[src/rtl/guess_tracker_pkg.sv]
// Shared constants and state encoding for the guess tracker and the letter-draw datapath.
package guess_tracker_pkg;

    localparam int WORD_LEN_DEFAULT  = 10;
    localparam int MAX_WRONG_DEFAULT = 6;

    localparam logic [7:0] LOWER_A  = 8'h61;
    localparam logic [7:0] LOWER_Z  = 8'h7A;
    localparam logic [7:0] UPPER_A  = 8'h41;
    localparam logic [7:0] UPPER_Z  = 8'h5A;
    localparam logic [7:0] CASE_BIT = 8'h20;

    typedef enum logic [2:0] {
        ST_IDLE,
        ST_PLAY,
        ST_CHECK,
        ST_REPORT,
        ST_WON,
        ST_LOST
    } state_t;

    // Position of a folded lowercase letter in the 26-bit guessed set ('a' -> 0).
    function automatic logic [4:0] letterIndex(input logic [7:0] folded);
        return folded[4:0] - 5'd1;
    endfunction

endpackage

[src/rtl/guess_tracker_ascii_fold.sv]
// Case fold: uppercase ASCII letters map to lowercase, everything else passes through.
module ascii_fold
    import guess_tracker_pkg::*;
(
    input  logic [7:0] char_i,
    output logic [7:0] folded_o,
    output logic       is_letter_o
);

    logic isUpper;
    logic isLower;

    assign isUpper     = (char_i >= UPPER_A) && (char_i <= UPPER_Z);
    assign isLower     = (char_i >= LOWER_A) && (char_i <= LOWER_Z);
    assign folded_o    = isUpper ? (char_i | CASE_BIT) : char_i;
    assign is_letter_o = isUpper || isLower;

endmodule

[src/rtl/guess_tracker.sv]
// Hangman game state: latches the word, scans it one slot per cycle per guess,
// and keeps the reveal mask, guessed-letter set, wrong count and win/lose flags.
module guess_tracker
    import guess_tracker_pkg::*;
#(
    parameter int WORD_LEN  = WORD_LEN_DEFAULT,
    parameter int MAX_WRONG = MAX_WRONG_DEFAULT
) (
    input  logic                  clock,
    input  logic                  reset,
    input  logic                  word_load,
    input  logic [8*WORD_LEN-1:0] word_letters,
    input  logic [3:0]            word_len,
    input  logic                  guess_valid,
    input  logic [7:0]            guess_letter,
    output logic                  guess_ready,
    output logic                  result_valid,
    output logic                  result_hit,
    output logic                  result_dup,
    output logic                  result_bad,
    output logic [WORD_LEN-1:0]   reveal_mask,
    output logic [2:0]            wrong_count,
    output logic                  win,
    output logic                  lose
);

    state_t                state_q;
    logic [8*WORD_LEN-1:0] word_q;
    logic [3:0]            wordLen_q;
    logic [3:0]            idx_q;
    logic [7:0]            guess_q;
    logic [25:0]           guessed_q;
    logic                  hit_q;
    logic                  bad_q;
    logic                  dup_q;
    logic                  hold_q;
    logic [WORD_LEN-1:0]   mask_q;
    logic [2:0]            wrong_q;
    logic                  win_q;
    logic                  lose_q;
    logic                  resValid_q;
    logic                  resHit_q;
    logic                  resDup_q;
    logic                  resBad_q;

    logic [7:0]            guessFolded;
    logic                  guessIsLetter;
    logic [7:0]            slotRaw;
    logic [7:0]            slotFolded;
    logic                  slotIsLetter;
    logic [4:0]            guessIdx;
    logic                  alreadyGuessed;
    logic [3:0]            wordLen_d;
    logic [2:0]            wrong_d;
    logic [WORD_LEN-1:0]   usedMask;
    logic                  allRevealed;

    ascii_fold guessFold (
        .char_i      (guess_letter),
        .folded_o    (guessFolded),
        .is_letter_o (guessIsLetter)
    );

    ascii_fold slotFold (
        .char_i      (slotRaw),
        .folded_o    (slotFolded),
        .is_letter_o (slotIsLetter)
    );

    assign guessIdx       = letterIndex(guessFolded);
    assign alreadyGuessed = guessed_q[guessIdx];
    assign allRevealed    = &(mask_q | ~usedMask);

    always_comb begin
        slotRaw = word_q[7:0];
        for (int i = 0; i < WORD_LEN; i++) begin
            if (4'(i) == idx_q) slotRaw = word_q[8*i +: 8];
        end
    end

    always_comb begin
        usedMask = '0;
        for (int i = 0; i < WORD_LEN; i++) begin
            usedMask[i] = (4'(i) < wordLen_q);
        end
    end

    always_comb begin
        wordLen_d = word_len;
        if (word_len == 4'd0) wordLen_d = 4'd1;
        else if (word_len > 4'(WORD_LEN)) wordLen_d = 4'(WORD_LEN);
    end

    always_comb begin
        wrong_d = wrong_q;
        if (!hit_q && !bad_q && !dup_q && (wrong_q != 3'(MAX_WRONG))) wrong_d = wrong_q + 3'd1;
    end

    always_ff @(posedge clock) begin
        if (reset) begin
            state_q    <= ST_IDLE;
            word_q     <= '0;
            wordLen_q  <= '0;
            idx_q      <= '0;
            guess_q    <= '0;
            guessed_q  <= '0;
            hit_q      <= 1'b0;
            bad_q      <= 1'b0;
            dup_q      <= 1'b0;
            hold_q     <= 1'b0;
            mask_q     <= '0;
            wrong_q    <= '0;
            win_q      <= 1'b0;
            lose_q     <= 1'b0;
            resValid_q <= 1'b0;
            resHit_q   <= 1'b0;
            resDup_q   <= 1'b0;
            resBad_q   <= 1'b0;
        end else begin
            resValid_q <= 1'b0;
            if (word_load) begin
                state_q   <= ST_PLAY;
                word_q    <= word_letters;
                wordLen_q <= wordLen_d;
                idx_q     <= '0;
                guessed_q <= '0;
                hit_q     <= 1'b0;
                bad_q     <= 1'b0;
                dup_q     <= 1'b0;
                hold_q    <= 1'b0;
                mask_q    <= '0;
                wrong_q   <= '0;
                win_q     <= 1'b0;
                lose_q    <= 1'b0;
                resHit_q  <= 1'b0;
                resDup_q  <= 1'b0;
                resBad_q  <= 1'b0;
            end else begin
                case (state_q)
                    ST_PLAY: begin
                        if (guess_valid) begin
                            guess_q <= guessFolded;
                            hit_q   <= 1'b0;
                            bad_q   <= !guessIsLetter;
                            dup_q   <= guessIsLetter && alreadyGuessed;
                            if (!guessIsLetter || alreadyGuessed) begin
                                hold_q  <= 1'b1;
                                state_q <= ST_REPORT;
                            end else begin
                                guessed_q[guessIdx] <= 1'b1;
                                idx_q               <= '0;
                                state_q             <= ST_CHECK;
                            end
                        end
                    end
                    ST_CHECK: begin
                        if (slotIsLetter && (slotFolded == guess_q)) begin
                            mask_q[idx_q] <= 1'b1;
                            hit_q         <= 1'b1;
                        end
                        if (idx_q == wordLen_q - 4'd1) state_q <= ST_REPORT;
                        else idx_q <= idx_q + 4'd1;
                    end
                    // Bad/dup guesses skip the scan but wait one extra cycle here for a fixed 2-cycle result.
                    ST_REPORT: begin
                        if (hold_q) begin
                            hold_q <= 1'b0;
                        end else begin
                            resValid_q <= 1'b1;
                            resHit_q   <= hit_q;
                            resDup_q   <= dup_q;
                            resBad_q   <= bad_q;
                            wrong_q    <= wrong_d;
                            if (allRevealed) begin
                                win_q   <= 1'b1;
                                state_q <= ST_WON;
                            end else if (wrong_d == 3'(MAX_WRONG)) begin
                                lose_q  <= 1'b1;
                                state_q <= ST_LOST;
                            end else begin
                                state_q <= ST_PLAY;
                            end
                        end
                    end
                    default: ;
                endcase
            end
        end
    end

    assign guess_ready  = (state_q == ST_PLAY);
    assign result_valid = resValid_q;
    assign result_hit   = resHit_q;
    assign result_dup   = resDup_q;
    assign result_bad   = resBad_q;
    assign reveal_mask  = mask_q;
    assign wrong_count  = wrong_q;
    assign win          = win_q;
    assign lose         = lose_q;

endmodule

[config.mk]
export PLATFORM = sky130hd
export DESIGN_NAME = guess_tracker
export DESIGN_NICKNAME = d
export VERILOG_FILES = /design/src/rtl/guess_tracker_pkg.sv /design/src/rtl/guess_tracker_ascii_fold.sv /design/src/rtl/guess_tracker.sv
export SDC_FILE = /design/constraint.sdc
export NUM_CORES = 1
export LEC_CHECK = 0
export ABC_AREA = 0
export BUFFER_PORTS_ARGS = -buffer_cell sky130_fd_sc_hd__buf_2
export CAP_MARGIN = 0
export CORE_MARGIN = 1
export CORE_UTILIZATION = 55
export DETAILED_ROUTE_END_ITERATION = 8
export HOLD_SLACK_MARGIN = 0.05
export PLACE_DENSITY = 0.86
export SYNTH_ARGS = -nofsm -noshare
export SYNTH_HDL_FRONTEND = slang
export SYNTH_SLANG_ARGS = --single-unit
[constraint.sdc]
create_clock -name clock -period 8.4 [get_ports clock]
set_input_delay 0.42 -clock clock [delete_from_list [all_inputs] [get_ports clock]]
set_output_delay 0.42 -clock clock [all_outputs]
set_load 0.03 [all_outputs]
# After elaboration in Yosys (flattened, before gate mapping)
# Index checks and enable logic that the tools add are counted.
[word_totals]
out_inout_bits = 20
wordCells = 158
register_bits = 148
input_bits = 96
[op_classes]
eq_ne = 26
reduce_logical = 38
magnitude_cmp = 23
muxes = 39
add_sub_neg = 4
n_bitwise = 9
[op_table]
columns = ["operator", "count"]
rows = [
  ["8-bit two-way mux", 9],
  ["8-bit by 7-bit >= comparator with 1-bit output, second input constant", 4],
  ["8-bit by 7-bit less-or-equal comparator with 1-bit output, second input constant", 4],
  ["26-bit bitwise OR", 1],
  ["4-bit two-way mux", 5],
  ["10-bit bitwise OR", 2],
  ["3-bit two-way mux", 6],
  ["3-bit by 4-bit == test with 1-bit output, first input constant", 4],
  ["3-bit by 4-bit < comparator with 1-bit output, first input constant", 4],
  ["4-bit AND reduction", 4],
  ["6-bit two-way mux", 2],
  ["2-bit inequality test, second input constant", 6],
  ["3-bit inequality test, second input constant", 4],
  ["12-bit AND reduction", 1],
  ["3-bit AND reduction", 4],
  ["1-bit logical AND", 11],
  ["1-bit two-way mux", 10],
  ["10-bit NOT", 1],
  ["10-bit AND reduction", 1],
  ["3-bit case mux with 3 select lines", 1],
  ["2-bit by 4-bit == test with 1-bit output, first input constant", 2],
  ["4-bit == test, first input constant", 2],
  ["8-bit == test", 1],
  ["1-bit by 4-bit < comparator with 1-bit output, first input constant", 2],
  ["other kinds (32)", 48],
]

# Logic depth before layout (Yosys ltp)
# Gate-level depths: netlist of run 1.
[logic_depth]
ltp_word = 17
ltp_mapped = 13
depth_no_buf = 10

# By module
# Synthesis of run 1 repeated with hierarchy kept, for this count alone.
[hier_totals]
hier_cells = 756
hier_area_um2 = 7016.7
[modules_own_cells]
columns = ["module", "area_each_um2", "n_inst", "cells_each"]
rows = [
  ["guess_tracker", 6819.0, 1, 728],
  ["ascii_fold", 98.8, 2, 14],
]

# Worst setup path before layout of run 1
# No wires, ideal clock.
[synth_path]
path_type = "in2reg"
start = "input guess_letter[0]"
end = "register guessed_q[15]"
t_arrival_ns = 2.865
setup_ns = 0.065
required_ns = 8.335
slack_ns = 5.470
stages = 11
n_path_buf = 3
cell_sequence = "buf_2 > inv_1 > ha_1 > clkbuf_1 > mux4_2 > mux2_2 > a222oi_1 > and3b_1 > clkbuf_1 > a31oi_1 > nor2_1"
[synth_between]
elab_chain_cells = 7
word_cells_on_any_way = 21
cone_classes = "add/sub (1); order compare (6); mux (5); bitwise (2); reduce/logical (7)"
[synth_rtl]
columns = ["item", "line", "text"]
rows = [
  ["start, declared", "guess_tracker.sv:15", "input logic [7:0] guess_letter,"],
  ["6-bit two-way mux (tied with other cells)", "guess_tracker_ascii_fold.sv:15", "assign folded_o = isUpper ? (char_i | CASE_BIT) : char_i;"],
  ["5-bit by 1-bit subtractor with 5-bit output (tied with other cells)", "guess_tracker_pkg.sv:24", "return folded[4:0] - 5'd1;"],
  ["5-bit by 6-bit < comparator with 1-bit output (not written as such) (tied with other cells)", "guess_tracker.sv:150", "guessed_q[guessIdx] <= 1'b1;"],
  ["1-bit logical AND (not written as such) (tied with other cells)", "guess_tracker.sv:150", ""],
  ["1-bit two-way mux (not written as such) / 1-bit logical OR (equally long branches)", "guess_tracker.sv:150, guess_tracker.sv:146", ""],
  ["1-bit demux with 5-bit select / 1-bit NOT (equally long branches)", "--", ""],
  ["26-bit bitwise OR (no source line) / 3-bit AND reduction (equally long branches)", "--", ""],
  ["end signal, assigned", "guess_tracker.sv:106", "guessed_q <= '0;"],
  ["end signal, assigned", "guess_tracker.sv:126", "guessed_q <= '0;"],
  ["end signal, assigned by index", "guess_tracker.sv:150", ""],
  ["end, declared", "guess_tracker.sv:32", "logic [25:0] guessed_q;"],
]
# Several ways; a longest one is shown, not always the timed one. The select of a mux whose other input is x is not followed.
# A chain may end at the register's enable or synchronous reset.

# Final worst setup path of run 1
[layout_path]
start = "register idx_q[2]"
end = "register mask_q[6] (netlist: reveal_mask[6])"
[layout_between]
elab_chain_cells = 16
word_cells_on_any_way = 35
cone_classes = "order compare (6); eq/ne (10); mux (12); bitwise (1); reduce/logical (6)"
[layout_rtl]
columns = ["item", "line", "text"]
rows = [
  ["start, declared", "guess_tracker.sv:30", "logic [3:0] idx_q;"],
  ["start signal, assigned", "guess_tracker.sv:162", "else idx_q <= idx_q + 4'd1;"],
  ["1-bit by 4-bit == test with 1-bit output", "guess_tracker.sv:77", "if (4'(i) == idx_q) slotRaw = word_q[8*i +: 8];"],
  ["8-bit two-way mux (9 in series)", "guess_tracker.sv:77", ""],
  ["8-bit by 7-bit >= comparator with 1-bit output / 8-bit by 7-bit less-or-equal comparator with 1-bit output (equally long branches)", "guess_tracker_ascii_fold.sv:13", "assign isUpper = (char_i >= UPPER_A) && (char_i <= UPPER_Z);"],
  ["1-bit logical AND", "guess_tracker_ascii_fold.sv:13", ""],
  ["6-bit two-way mux", "guess_tracker_ascii_fold.sv:15", ""],
  ["8-bit == test", "guess_tracker.sv:157", "if (slotIsLetter && (slotFolded == guess_q)) begin"],
  ["1-bit logical AND", "guess_tracker.sv:157", ""],
  ["2-bit AND reduction (no source line)", "--", ""],
  ["end signal, assigned", "guess_tracker.sv:111", "mask_q <= '0;"],
  ["end signal, assigned", "guess_tracker.sv:131", "mask_q <= '0;"],
  ["end signal, assigned by index", "guess_tracker.sv:158", "mask_q[idx_q] <= 1'b1;"],
  ["end, declared", "guess_tracker.sv:37", "logic [WORD_LEN-1:0] mask_q;"],
]
# Several ways; a longest one is shown, not always the timed one.

==> results of run 1 <==
==> power by group through the flow <==
stage               sequential, W  clock, W  combinational, W
floorplan                0.000702         0         0.0000979
global placement         0.000708         0          0.000136
detailed placement       0.000708         0          0.000139
CTS                      0.000695  0.000806          0.000141
global route             0.000697  0.000840          0.000156
finish                   0.000695  0.000802          0.000142
==> flip-flops by register name (all words and copies together) (netlist names) <==
register,count
word_q,70
guessed_q,26
reveal_mask,10
guess_q,8
idx_q,4
wordLen_q,4
state_q,3
wrong_count,3
bad_q,1
dup_q,1
hit_q,1
hold_q,1
lose,1
result_bad,1
result_dup,1
result_hit,1
result_valid,1
win,1
==> cell usage after synthesis (7+ instances only) <==
cell	instances	share of area
mux2i_1	75	0.11
and2_1	15	0.013
nor3_1	17	0.012
nand2_1	43	0.023
buf_2	12	0.0086
nor2_1	117	0.063
o22ai_1	9	0.0081
a21oi_1	43	0.031
nor3b_1	10	0.011
a22o_1	10	0.013
o21a_1	7	0.0075
ha_1	14	0.025
inv_1	24	0.013
o21ai_0	29	0.021
xnor2_1	9	0.011
nor2b_1	16	0.014
clkbuf_1	35	0.019
dfxtp_1	138	0.40
buf_1	12	0.0064
a32o_1	22	0.032
nand2b_1	15	0.013
==> cell families (layout without fill, tap and decap cells) <==
logic type / after synthesis / count (layout) / synth area share
compound gates: 186 / 186 / 0.193
xor+xnor: 14 / 14 / 0.0175
fa+ha+maj: 14 / 14 / 0.0251
buf+inv: 88 / 165 / 0.0532
flops: 138 / 138 / 0.395
mux: 83 / 83 / 0.130
simple gates: 269 / 269 / 0.186
==> final cells by class <==
| type | instances | area share |
|---|---|---|
| Clock buffer | 19 | 0.0546 |
| Timing Repair Buffer | 109 | 0.0688 |
| Multi-Input combinational cell | 566 | 0.475 |
| Clock inverter | 13 | 0.0236 |
| Inverter | 24 | 0.0111 |
| Tap cell | 168 | 0.0259 |
| Sequential cell | 138 | 0.341 |
==> tightest hold or removal path, delay by kind of cell <==
| kind | cells | cell delay (ns) |
|---|---|---|
| mux | 1 | 0.05 |
| buf+inv | 1 | 0.07 |
| simple gates | 1 | 0.07 |
==> how the worst min path moves through the flow <==
stage	startpoint	slack [ns]	depth (start not counted)	to
3_5_place_dp	guessed_q[12]$_SDFFE_PP0P_	0.45	1	guessed_q[12]$_SDFFE_PP0P_
3_3_place_gp	result_hit$_SDFFE_PP0P_	0.44	2	result_hit$_SDFFE_PP0P_
4_1_cts	word_letters[32]	0.22	3	word_q[32]$_SDFFE_PP0P_
6_report	word_letters[32]	0.22	3	word_q[32]$_SDFFE_PP0P_
5_1_grt	word_letters[68]	0.23	3	word_q[68]$_SDFFE_PP0P_
2_1_floorplan	guessed_q[15]$_SDFFE_PP0P_	0.43	2	guessed_q[15]$_SDFFE_PP0P_
==> routing by layer <==
| layer | up-vias | global-route usage | wire [µm] |
|---|---|---|---|
| met4 | 0 | 0.113 | 388 |
| met5 | - | 0 | 0 |
| li1 | 2950 | - | - |
| met3 | 42 | 0.0812 | 1300 |
| met2 | 253 | 0.446 | 8150 |
| met1 | 2957 | 0.359 | 7860 |
==> metrics by stage <==
stage                     std cells  utilization  setup slack [ns]  total power [W]  cell area [µm²]
final                          1037        0.664              4.55          0.00164             8110
after global routing           1037        0.664              4.32          0.00169             8110
after CTS                      1037        0.664              4.67          0.00164             8110
after detailed placement       1005        0.612              4.42         0.000847             7480
after global placement         1005        0.612              4.49         0.000844             7480
after floorplan                 792            -              5.47         0.000800             6990
==> flow_summary_export.csv, run 1 <==
group,metric,value,unit
power,p_int,0.00125,W
clocking,clock_latency,0.43,ns
timing,worst_slew_pin_slew,1.10,ns
critical_path,cp-start-kind,"flop",
critical_path,endpoint_kind,"flop",
floorplan,rows,40,
synth,synth.distinct_cells,67,
floorplan,die_y,115,µm
floorplan,die_w,115,µm
power,power_density,202,nW/µm²
finish,final_cell_mix,"138 x dfxtp_1, 116 x nor2_1, 104 x buf_2",
timing,tns,0,ns
timing,maxSlewHeadroom,0.268,
power,swShare,0.240,
synth,synth-edff-count,0,
power,p_leak,3.40,nW
critical_path,cp_top_family,"compound AO/OA/AOI/OAI gates",
timing,finalCritPeriodShare,0.459,
finish,synthToLayoutAreaGrowth,16.1,%
place,io_buffers,105,
clocking,numClockSinks,138,
status,status,"finished clean",
clocking,clockBufferDepth,2,
critical_path,r2r_start,"idx_q[2]$_SDFFE_PP0P_",
floorplan,ios,116,
finish,n_antenna_cell,0,
timing,fin_worst_skew,0.00594,ns
critical_path,worstSetupStartpoint,"idx_q[2]$_SDFFE_PP0P_",
clocking,ctsHoldBuffers,0,
route,ant_nets,0,
global_routing,grt_antenna_before_repair,0,
power,combPwrFrac,0.087,
synth,syn_inst,792,
finish,multiInputGateArea,3860,µm²
critical_path,cp.arrival,4.23,ns
critical_path,r2r_cells,8,
synth,synthesis.nets,902,
critical_path,crit_slowest_cell,"dfxtp_1",
route,post-route-drc-count,0,
timing,hold_ws,0.223,ns
global_routing,track_usage,0.280,
critical_path,worstPathBufferInverterCount,0,
route,dr_total_vias,6202,
flow_run,cap_viol_max_count,0,
timing,maxSlewViolCount,0,
timing,period_minus_slack,3.85,ns
clocking,cts_setup_buffers,0,
timing,fmax,259,MHz
power,power_switching,0.000393,W
finish,layout.nets,966,
critical_path,worstPathMaxFanout,28,
critical_path,crit_required,8.77,ns
clocking,clkSlewWorstSetupHoldPaths,0.06,ns
timing,rsz0062_at_grt,"false",
route,drt_iter0_markers,631,
power,power.share.sequential,0.424,
critical_path,crit_path_end,"reveal_mask[6]$_SDFFE_PP0P_",
synth,synthArstFlopShare,0,
critical_path,critical_path_depth,8,
clocking,post_cts_resized,0,
critical_path,r2r-end,"reveal_mask[6]$_SDFFE_PP0P_",
route,drtPass1Iterations,6,
power,clkPwrFrac,0.489,
synth,synth_ff_type,"dfxtp_1",
clocking,cts_tree,"built",
place,dp_hpwl,11600,µm
synth,syn_area,6990,µm²
clocking,htreeDepth,4,
critical_path,max_stage_delay,0.97,ns
min_path,hold_path_class,"in -> reg",
clocking,cts-root-buf,"clkbuf_16",
power,ir_drop,0.128,mV
finish,fillerInstances,1004,
finish,drive_gt1_frac,0.182,
synth,ys_seq_area_frac,0.395,
global_routing,gr-total-overflow,0,
timing,hold_violations,0,
floorplan,dieArea,13200,µm²
route,drt-wirelength-per-cell,17.1,µm
finish,regArea,2760,µm²
floorplan,initial_utilization,0.572,
place,gp_congestion,0.913,
global_routing,grt_pass1_wl,28500,µm
synth,syn_area_per_cell,8.82,µm²
global_routing,grt_max_degree,86,
clocking,cts_inserted_buffers,17,
critical_path,rrSetupSlack,4.55,ns
finish,final_common_cell,"dfxtp_1",
critical_path,crit_chain,"nor2b_1 > o21ai_0 > a22oi_1 > o221ai_1 > a21oi_1 > o2111ai_1 > a211oi_2 > a32o_2",
critical_path,critPathKind,"reg -> reg",
route,finalWirelength,17700,µm
global_routing,grt_pass1_vias,5907,
timing,finalSetupViolations,0,
floorplan,core,12200,µm²
route,vias_per_cell,5.98,
synth,ys_ff_latch,138,
synth,yosysWarnings,0,
(Power assumes the default switching activity.)
==> inputs of run 2 (changes only) <==
==> constraint.sdc (replaced) <==
create_clock -name clock -period 3.8 [get_ports clock]
set_input_delay 0.19 -clock clock [delete_from_list [all_inputs] [get_ports clock]]
set_output_delay 0.19 -clock clock [all_outputs]
set_load 0.03 [all_outputs]
==> flow_summary_export.csv, run 2 (synthesized netlist as in run 1, its figures left out) <==
group,metric,value,unit
global_routing,grt_pass1_wl,31700,µm
global_routing,grt_pass1_vias,6445,
critical_path,worstPathBufferInverterCount,1,
critical_path,crit_slowest_cell,"a211oi_2",
critical_path,crit_chain,"inv_1 > ha_1 > or4b_1 > o221ai_1 > a22oi_1 > o21ai_0 > o211ai_1 > a211oi_2 > a32o_1",
global_routing,track_usage,0.312,
clocking,numClockSinks,138,
global_routing,grt_antenna_before_repair,0,
floorplan,rows,40,
route,drt-wirelength-per-cell,18.1,µm
floorplan,dieArea,13200,µm²
timing,fmax,282,MHz
finish,drive_gt1_frac,0.178,
clocking,htreeDepth,4,
timing,maxSlewHeadroom,0.355,
place,dp_hpwl,12200,µm
global_routing,gr-total-overflow,0,
critical_path,r2r_start,"idx_q[0]$_SDFFE_PP0P_",
finish,final_core_util,0.725,
min_path,min-delay-start,"word_letters[0]",
floorplan,ios,116,
critical_path,r2r-end,"reveal_mask[5]$_SDFFE_PP0P_",
route,vias_per_cell,5.98,
critical_path,rrSetupSlack,0.25,ns
critical_path,critical_path_depth,9,
place,io_buffers,105,
place,gp_congestion,0.928,
power,p_leak,3.72,nW
critical_path,worstSetupStartpoint,"idx_q[0]$_SDFFE_PP0P_",
floorplan,core,12200,µm²
finish,layout.nets,1043,
finish,synthToLayoutAreaGrowth,26.6,%
timing,worst_slew_pin_slew,0.966,ns
critical_path,critPathKind,"reg -> reg",
timing,tns,0,ns
floorplan,die_y,115,µm
critical_path,crit_required,4.16,ns
route,drt_iter0_markers,706,
timing,fin_worst_skew,0.0102,ns
critical_path,crit_path_end,"reveal_mask[5]$_SDFFE_PP0P_",
timing,period_minus_slack,3.55,ns
clocking,cts_tree,"built",
timing,maxSlewViolCount,0,
route,post-route-drc-count,0,
finish,largest_reg_flops,70,
floorplan,die_w,115,µm
critical_path,endpoint_kind,"flop",
finish,multiInputGateArea,3860,µm²
status,status,"finished clean",
clocking,cts_inserted_buffers,17,
clocking,clockBufferDepth,2,
critical_path,r2r_cells,9,
clocking,cts_setup_buffers,0,
timing,rsz0062_at_grt,"false",
finish,n_antenna_cell,0,
timing,finalSetupViolations,0,
critical_path,max_stage_delay,0.68,ns
finish,regMostFlops,"word_q",
clocking,clkSlewWorstSetupHoldPaths,0.06,ns
route,dr_total_vias,6660,
flow_run,cap_viol_max_count,0,
route,drtPass1Iterations,6,
finish,final_common_cell,"dfxtp_1",
timing,hold_violations,0,
clocking,clock_latency,0.43,ns
power,ir_drop,0.322,mV
finish,final_cell_mix,"138 x dfxtp_1, 116 x nor2_1, 104 x buf_2",
clocking,cts-root-buf,"clkbuf_16",
finish,fillerInstances,848,
critical_path,worstPathMaxFanout,12,
route,finalWirelength,20100,µm
power,power_density,411,nW/µm²
min_path,hold_path_class,"in -> reg",
critical_path,cp.arrival,3.91,ns
floorplan,initial_utilization,0.572,
global_routing,grt_max_degree,85,
critical_path,cp_top_family,"compound AO/OA/AOI/OAI gates",
critical_path,cp-start-kind,"flop",
route,ant_nets,0,
timing,finalCritPeriodShare,0.934,
finish,regArea,2760,µm²
[run 2: how the worst min path moves through the flow]
| stage | to | depth (start not counted) |
|---|---|---|
| after floorplan | guess_q[1]$_SDFFE_PP0P_ | 2 |
| after CTS | word_q[50]$_SDFFE_PP0P_ | 3 |
| final | word_q[0]$_SDFFE_PP0P_ | 3 |
| after global placement | word_q[74]$_SDFFE_PP0P_ | 3 |
| after detailed placement | word_q[7]$_SDFFE_PP0P_ | 3 |
| after global routing | word_q[4]$_SDFFE_PP0P_ | 3 |
[run 2: area by class of cell]
| type | count | share of cell area |
|---|---|---|
| multi-input cells | 566 | 0.436 |
| flip-flops and latches | 138 | 0.312 |
| clock buffers | 21 | 0.0532 |
| clock inverters | 11 | 0.0163 |
| inverters | 24 | 0.0102 |
| repair buffers | 186 | 0.149 |
| well taps | 168 | 0.0237 |
[run 2: routing by layer]
layer | track usage | up-vias | share of wire
li1 | - | 3111 | -
met1 | 0.373 | 3141 | 0.41
met2 | 0.518 | 327 | 0.47
met3 | 0.0907 | 81 | 0.078
met4 | 0.152 | 0 | 0.034
met5 | 0 | - | 0
[run 2: worst register-to-register path, cell delays in order, from the launching register on]
cell	delay, ns
dfxtp_1	0.44
inv_1	0.12
ha_1	0.39
or4b_1	0.66
o221ai_1	0.32
a22oi_1	0.10
o21ai_0	0.33
o211ai_1	0.16
a211oi_2	0.68
a32o_1	0.28
[run 2: power by group]
group | total, W | internal [W] | switching (W)
sequential | 0.00154 | 0.00150 | 0.0000425
clock | 0.00172 | 0.00108 | 0.000638
combinational | 0.000377 | 0.000182 | 0.000195
total | 0.00364 | 0.00276 | 0.000875
[run 2: metrics by stage]
step                      hold slack, ns  total power [W]  setup WS, ns  std cells  cell area (µm²)
after floorplan                    0.326          0.00177          1.05        792             6990
after global placement             0.422          0.00187         0.454       1015             7570
after detailed placement           0.432          0.00188         0.367       1015             7570
after CTS                         0.0558          0.00361         0.357       1114             8850
after global routing              0.0566          0.00374         0.108       1114             8850
final                             0.0433          0.00364         0.250       1114             8850
[run 2: what timing repair did]
action / 4_1_cts / 5_1_grt
hold buffers: 67 / 0
resized for setup: 0 / 0
hold endpoints to repair: 67 / 0
